===== src/rtl/gray_window_3x3_if.sv =====
// Pixel-stream / window bundle for gray_window_3x3.
// The master drives pixels in; the slave (the window generator) drives windows out.
interface gray_window_3x3_if #(
  parameter int PIX_W = 8
) ();
  logic [PIX_W-1:0]   pix_in;
  logic               pix_valid;
  logic               sof;
  logic [9*PIX_W-1:0] win_data;
  logic               win_valid;
  logic               win_last;

  modport master (
    output pix_in, pix_valid, sof,
    input  win_data, win_valid, win_last
  );

  modport slave (
    input  pix_in, pix_valid, sof,
    output win_data, win_valid, win_last
  );
endinterface


===== src/rtl/gray_window_3x3.sv =====
// Line-buffered 3x3 "valid-mode" window generator for a raster grayscale stream.
// Optional macro GRAY_WINDOW_COORD_EN adds win_x/win_y (window centre coordinates).
module gray_window_3x3 #(
  parameter int IMG_W = 160,
  parameter int IMG_H = 120,
  parameter int PIX_W = 8
) (
  input  logic                       clock,
  input  logic                       reset,
  gray_window_3x3_if.slave           win_if
`ifdef GRAY_WINDOW_COORD_EN
  ,
  output logic [$clog2(IMG_W)-1:0]   win_x,
  output logic [$clog2(IMG_H)-1:0]   win_y
`endif
);

  localparam int CW = $clog2(IMG_W);
  localparam int RW = $clog2(IMG_H);
  localparam logic [CW-1:0] COL_LAST = CW'(IMG_W - 1);
  localparam logic [RW-1:0] ROW_LAST = RW'(IMG_H - 1);
  localparam logic [CW-1:0] COL_TWO  = CW'(2);
  localparam logic [RW-1:0] ROW_TWO  = RW'(2);

  logic                accept;
  logic [CW-1:0]       col_q, col_d, cur_col;
  logic [RW-1:0]       row_q, row_d, cur_row;

  logic [PIX_W-1:0]    lb1_q [IMG_W];
  logic [PIX_W-1:0]    lb2_q [IMG_W];
  logic [PIX_W-1:0]    lb1_rd, lb2_rd;

  logic [PIX_W-1:0]    top_q [3];
  logic [PIX_W-1:0]    top_d [3];
  logic [PIX_W-1:0]    mid_q [3];
  logic [PIX_W-1:0]    mid_d [3];
  logic [PIX_W-1:0]    bot_q [3];
  logic [PIX_W-1:0]    bot_d [3];

  logic [9*PIX_W-1:0]  win_data_q, win_data_d;
  logic                win_valid_q, win_valid_d;
  logic                win_last_q, win_last_d;
  logic [CW-1:0]       win_x_q, win_x_d;
  logic [RW-1:0]       win_y_q, win_y_d;

  assign accept = win_if.pix_valid;

  // A qualified sof forces the current pixel to (0,0) whatever the counters say.
  always_comb begin
    cur_col = col_q;
    cur_row = row_q;
    if (accept && win_if.sof) begin
      cur_col = '0;
      cur_row = '0;
    end else begin
      cur_col = col_q;
      cur_row = row_q;
    end
  end

  assign lb1_rd = lb1_q[cur_col];
  assign lb2_rd = lb2_q[cur_col];

  // Next-state: position counters, column shift registers and the output window.
  always_comb begin
    col_d       = col_q;
    row_d       = row_q;
    top_d       = top_q;
    mid_d       = mid_q;
    bot_d       = bot_q;
    win_data_d  = win_data_q;
    win_valid_d = 1'b0;
    win_last_d  = 1'b0;
    win_x_d     = win_x_q;
    win_y_d     = win_y_q;
    if (accept) begin
      if (cur_col == COL_LAST) begin
        col_d = '0;
        if (cur_row == ROW_LAST) begin
          row_d = '0;
        end else begin
          row_d = cur_row + RW'(1);
        end
      end else begin
        col_d = cur_col + CW'(1);
        row_d = cur_row;
      end

      // Index 0 is the oldest (leftmost) column, index 2 the column just read.
      top_d[0] = top_q[1];
      top_d[1] = top_q[2];
      top_d[2] = lb2_rd;
      mid_d[0] = mid_q[1];
      mid_d[1] = mid_q[2];
      mid_d[2] = lb1_rd;
      bot_d[0] = bot_q[1];
      bot_d[1] = bot_q[2];
      bot_d[2] = win_if.pix_in;

      if ((cur_row >= ROW_TWO) && (cur_col >= COL_TWO)) begin
        win_valid_d = 1'b1;
        win_last_d  = (cur_col == COL_LAST) && (cur_row == ROW_LAST);
        win_data_d  = {bot_d[2], bot_d[1], bot_d[0],
                       mid_d[2], mid_d[1], mid_d[0],
                       top_d[2], top_d[1], top_d[0]};
        win_x_d     = cur_col - CW'(1);
        win_y_d     = cur_row - RW'(1);
      end else begin
        win_valid_d = 1'b0;
        win_last_d  = 1'b0;
      end
    end else begin
      win_valid_d = 1'b0;
      win_last_d  = 1'b0;
    end
  end

  // State and output registers.
  always_ff @(posedge clock) begin
    if (reset) begin
      col_q       <= '0;
      row_q       <= '0;
      top_q       <= '{default: '0};
      mid_q       <= '{default: '0};
      bot_q       <= '{default: '0};
      win_data_q  <= '0;
      win_valid_q <= 1'b0;
      win_last_q  <= 1'b0;
      win_x_q     <= '0;
      win_y_q     <= '0;
    end else begin
      col_q       <= col_d;
      row_q       <= row_d;
      top_q       <= top_d;
      mid_q       <= mid_d;
      bot_q       <= bot_d;
      win_data_q  <= win_data_d;
      win_valid_q <= win_valid_d;
      win_last_q  <= win_last_d;
      win_x_q     <= win_x_d;
      win_y_q     <= win_y_d;
    end
  end

  // Line RAMs are never cleared; reads above see the old contents this cycle.
  always_ff @(posedge clock) begin
    if (accept) begin
      lb2_q[cur_col] <= lb1_rd;
      lb1_q[cur_col] <= win_if.pix_in;
    end
  end

  assign win_if.win_data  = win_data_q;
  assign win_if.win_valid = win_valid_q;
  assign win_if.win_last  = win_last_q;

`ifdef GRAY_WINDOW_COORD_EN
  assign win_x = win_x_q;
  assign win_y = win_y_q;
`else
  logic unused_coord;
  assign unused_coord = ^{win_x_q, win_y_q};
`endif

endmodule


===== src/flat_wrapper.sv =====
// flat-port wrapper written by rule: the top's interface ports become plain ports
module gray_window_3x3_flat 
#(
  parameter int IMG_W = 160,
  parameter int IMG_H = 120,
  parameter int PIX_W = 8
)
  (clock, reset, win_if_pix_in, win_if_pix_valid, win_if_sof, win_if_win_data, win_if_win_valid, win_if_win_last);
  gray_window_3x3_if #(.PIX_W(PIX_W)) win_if_i ();
  input  logic clock;
  input  logic reset;
  input wire logic [$bits(win_if_i.pix_in)-1:0] win_if_pix_in;
  input wire logic [$bits(win_if_i.pix_valid)-1:0] win_if_pix_valid;
  input wire logic [$bits(win_if_i.sof)-1:0] win_if_sof;
  output wire logic [$bits(win_if_i.win_data)-1:0] win_if_win_data;
  output wire logic [$bits(win_if_i.win_valid)-1:0] win_if_win_valid;
  output wire logic [$bits(win_if_i.win_last)-1:0] win_if_win_last;
  assign win_if_i.pix_in = win_if_pix_in;
  assign win_if_i.pix_valid = win_if_pix_valid;
  assign win_if_i.sof = win_if_sof;
  assign win_if_win_data = win_if_i.win_data;
  assign win_if_win_valid = win_if_i.win_valid;
  assign win_if_win_last = win_if_i.win_last;
  gray_window_3x3 #(.IMG_W(IMG_W), .IMG_H(IMG_H), .PIX_W(PIX_W)) u_core (.clock(clock), .reset(reset), .win_if(win_if_i));
endmodule

===== config.mk =====
export PLATFORM = sky130hd
export DESIGN_NAME = gray_window_3x3_flat
export DESIGN_NICKNAME = d
export VERILOG_FILES = /design/src/rtl/gray_window_3x3_if.sv /design/src/rtl/gray_window_3x3.sv /design/src/flat_wrapper.sv
export SDC_FILE = /design/constraint.sdc
export NUM_CORES = 2
export LEC_CHECK = 0
export ABC_AREA = 1
export CORE_ASPECT_RATIO = 1.2
export CORE_UTILIZATION = 57
export CTS_BUF_LIST = sky130_fd_sc_hd__clkbuf_8 sky130_fd_sc_hd__clkbuf_16
export CTS_CLUSTER_SIZE = 10
export DETAILED_ROUTE_END_ITERATION = 8
export GPL_ROUTABILITY_DRIVEN = 1
export PLACE_DENSITY = 0.73
export SLEW_MARGIN = 25
export SYNTH_ARGS = -nofsm -noshare
export SYNTH_HDL_FRONTEND = slang
export SYNTH_SLANG_ARGS = --single-unit

===== constraint.sdc =====
create_clock -name clock -period 5.84 [get_ports clock]
set_clock_uncertainty 0.1 [all_clocks]
set_input_delay 1.46 -clock clock [delete_from_list [all_inputs] [get_ports clock]]
set_output_delay 1.46 -clock clock [all_outputs]
set_load 0.05 [all_outputs]

==> flow_summary.toml <==
[run_status]
status = "completed"

[routing]
routed-via-count = 76449
drt_wl_total_um = 325000
first_pass_iters = 9
viasPerCell = 6.245
ant_nets = 0
wire_per_inst_um = 26.55
drc_errors = 0
drt_iter0_drc = 10862

[floorplan]
rows = 174
core_area_sq_mm = 0.1881
fp.dieArea_sq_mm = 0.1919
die_h_um = 479.6
boundaryPins = 86
start_util = 0.5761
fp.dieW_um = 400.0

[hold_path]
min_path_type = "reg -> reg"

[placed_design]
gp_congestion = 1.030
port_buffers = 85
placed_cells = 11846
dp_hpwl_um = 192800
dp_slack_ps = -162.1

[cts]
cts-buffers-inserted = 320
ctsLongestPathBuffers = 4
root_buffer = "clkbuf_16"
hold_buffers = 0
htreeDepth = 5
cts.repair.resized = 0
insertion_delay_ps = 960
tritoncts = "done"
clock-sinks = 2697
path_clk_slew_ps = 60
postCtsSetupRepairBufs = 0

[critical_path]
crit_fanout = 32
critPathLaunchType = "input pin"
crit_type = "in -> reg"
end_kind = "flop"
slowest_delay_ps = 670
path_cells = "clkdlybuf4s50_1 > nand2_4 > nand2_1 > nand2_2 > inv_6 > buf_4 > buf_4 > nand2_1 > nand2_1 > nor2_1 > nand2_1 > nand3_1 > nand2_1 > nor2_1 > inv_6 > buf_12"
path_common_cell = "nand2_1"
critPathRequiredTime_ps = 6470
arrival_ps = 5910
slowest_stage = "clkdlybuf4s50_1"

[job]
maxCapViolCount = 0

[synth]
synth.avg_cell_area_sq_um = 11.61
netlist_instances = 9333
synthesis.area_sq_mm = 0.1084
ys_warn_count = 0
synth_cell_types = 38
ys.flop_type = "edfxtp_1"
ys_seq_area_frac = 0.7347
syn_nets = 9351
synth_edf_count = 2560
async_flop_share = 0
ys_ff_latch = 2697

[power_and_ir_drop]
p_total_mw = 41.48
leakagePower_nw = 44.64
power_density_mw_per_mm2 = 336.3
peakVddDrop_uv = 266.1

[finish]
stdcell_count = 12241
n_fill_cell = 13475
multi_input_area_sq_mm = 0.02505
fin_nets = 9722
finish.utilization = 0.6558
area_growth_pct = 13.83
final_cell_mix = "edfxtp_1 (2560), nor2_1 (1989), nand2_1 (1561)"
ff_latch_area_sq_mm = 0.07962
drive_gt1_frac = 0.09414
final_common_cell = "edfxtp_1"

[timing]
rsz0062_at_grt = "no"
hold_viol = 0
post-route-period-util = 0.9053
fin_ws_ps = 553.3
worst_pin_slew_ps = 1023
timing.slew.headroom = 0.3182
fin_crit_ps = 5287
setup_viol = 0
slew_violations = 0
fmaxAchievable_mhz = 189.2

[global_routing]
antenna_found_initial = 4
grt_first_pass_wirelength_um = 473400
grt_pass1_vias = 73241
track_usage = 0.3368
grt_max_degree = 116
overflow = 0
==> metal layers <==
| metal | routed length [um] | vias to the layer above | global-route usage |
|---|---|---|---|
| met1 | 112500 | 36874 | 0.4327 |
| met4 | 21610 | 6 | 0.1970 |
| met3 | 39240 | 1028 | 0.07791 |
| li1 | - | 33085 | - |
| met2 | 151700 | 5456 | 0.5261 |
| met5 | 42 | - | 0 |
==> worst max-delay path, delay by kind of cell <==
family,cells,cell delay (ps)
and+or+nand+nor,10,1990
buffers and inverters,6,2410
==> cell families after synthesis <==
logic type / after synthesis / synth area share
AND/OR/NAND/NOR: 3847 / 0.1387
flip-flops: 2697 / 0.7347
AO/OA/AOI/OAI: 1906 / 0.09095
buffers and inverters: 875 / 0.03479
adder cells (fa/ha/maj): 6 / 0.0006928
XOR/XNOR: 2 / 0.0001617
==> synth_stat cells (5+ instances only) <==
library cell  instances  area share
ha_1                  6     0.00069
inv_2                12     0.00042
nand3b_1             44      0.0030
o211ai_1             78      0.0054
inv_1               292       0.010
a21oi_1             141      0.0065
buf_1                25     0.00087
nand4_1              33      0.0019
clkbuf_1            229      0.0079
nor2_1             1990       0.069
buf_2               287       0.013
nand2_2               5     0.00029
buf_4                19      0.0013
buf_6                 7     0.00073
nor3_1                7     0.00032
o22ai_1              71      0.0041
dfxtp_1             137       0.025
nand3_1             186      0.0086
nor2_2                7     0.00040
o21ai_1             214      0.0099
nand2_1            1561       0.054
o21ai_0            1389       0.064
o21a_1                6     0.00042
edfxtp_1           2560        0.71
==> worst paths after layout <==
| check | end | depth (start not counted) | from | slack (ps) |
|---|---|---|---|---|
| min | u_core.win_if.win_data[2] | 2 | u_core.top_q[10] | 340 |
| max | u_core.lb2_q[98][3] | 16 | win_if_sof | 550 |
| max reg2reg | u_core.lb2_q[100][0] | 13 | u_core.col_q[0] | 1670 |
| min reg2reg | u_core.win_if.win_data[2] | 2 | u_core.top_q[10] | 340 |
==> per-stage QoR <==
| step | setup TNS, ps | cell area [sq um] | hold slack, ps |
|---|---|---|---|
| after floorplan | 0 | 108400 | 336.5 |
| after global placement | -74810 | 114900 | 347.5 |
| after detailed placement | -42170 | 114900 | 352.0 |
| after CTS | 0 | 123300 | 338.2 |
| after global routing | 0 | 123300 | 377.6 |
| final | 0 | 123300 | 335.7 |
==> area by class of cell <==
type | instances | share of cell area
flip-flops and latches | 2697 | 0.6455
multi-input cells | 5761 | 0.2031
clock buffers | 325 | 0.06593
repair buffers | 618 | 0.04826
well taps | 2464 | 0.02499
inverters | 306 | 0.009718
clock inverters | 66 | 0.002414
diodes | 4 | 0.00008115
==> sequential cells by signal (all words and copies together), names as in the netlist <==
| signal | cells |
|---|---|
| u_core.lb1_q | 1280 |
| u_core.lb2_q | 1280 |
| u_core.col_q | 8 |
| u_core.top_q | 16 |
| u_core.win_if.win_last | 1 |
| u_core.bot_q | 16 |
| u_core.win_if.win_data | 72 |
| u_core.row_q | 7 |
| u_core.win_if.win_valid | 1 |
| u_core.mid_q | 16 |
==> where the power goes <==
part / internal [mW] / switching [mW] / leakage [nW]
Sequential: 21.5 / 0.0280 / 24.1
Clock: 9.79 / 7.09 / 4.34
Combinational: 0.745 / 2.32 / 16.2
Total: 32.0 / 9.43 / 44.6
Power figures use the tool's default switching activity.
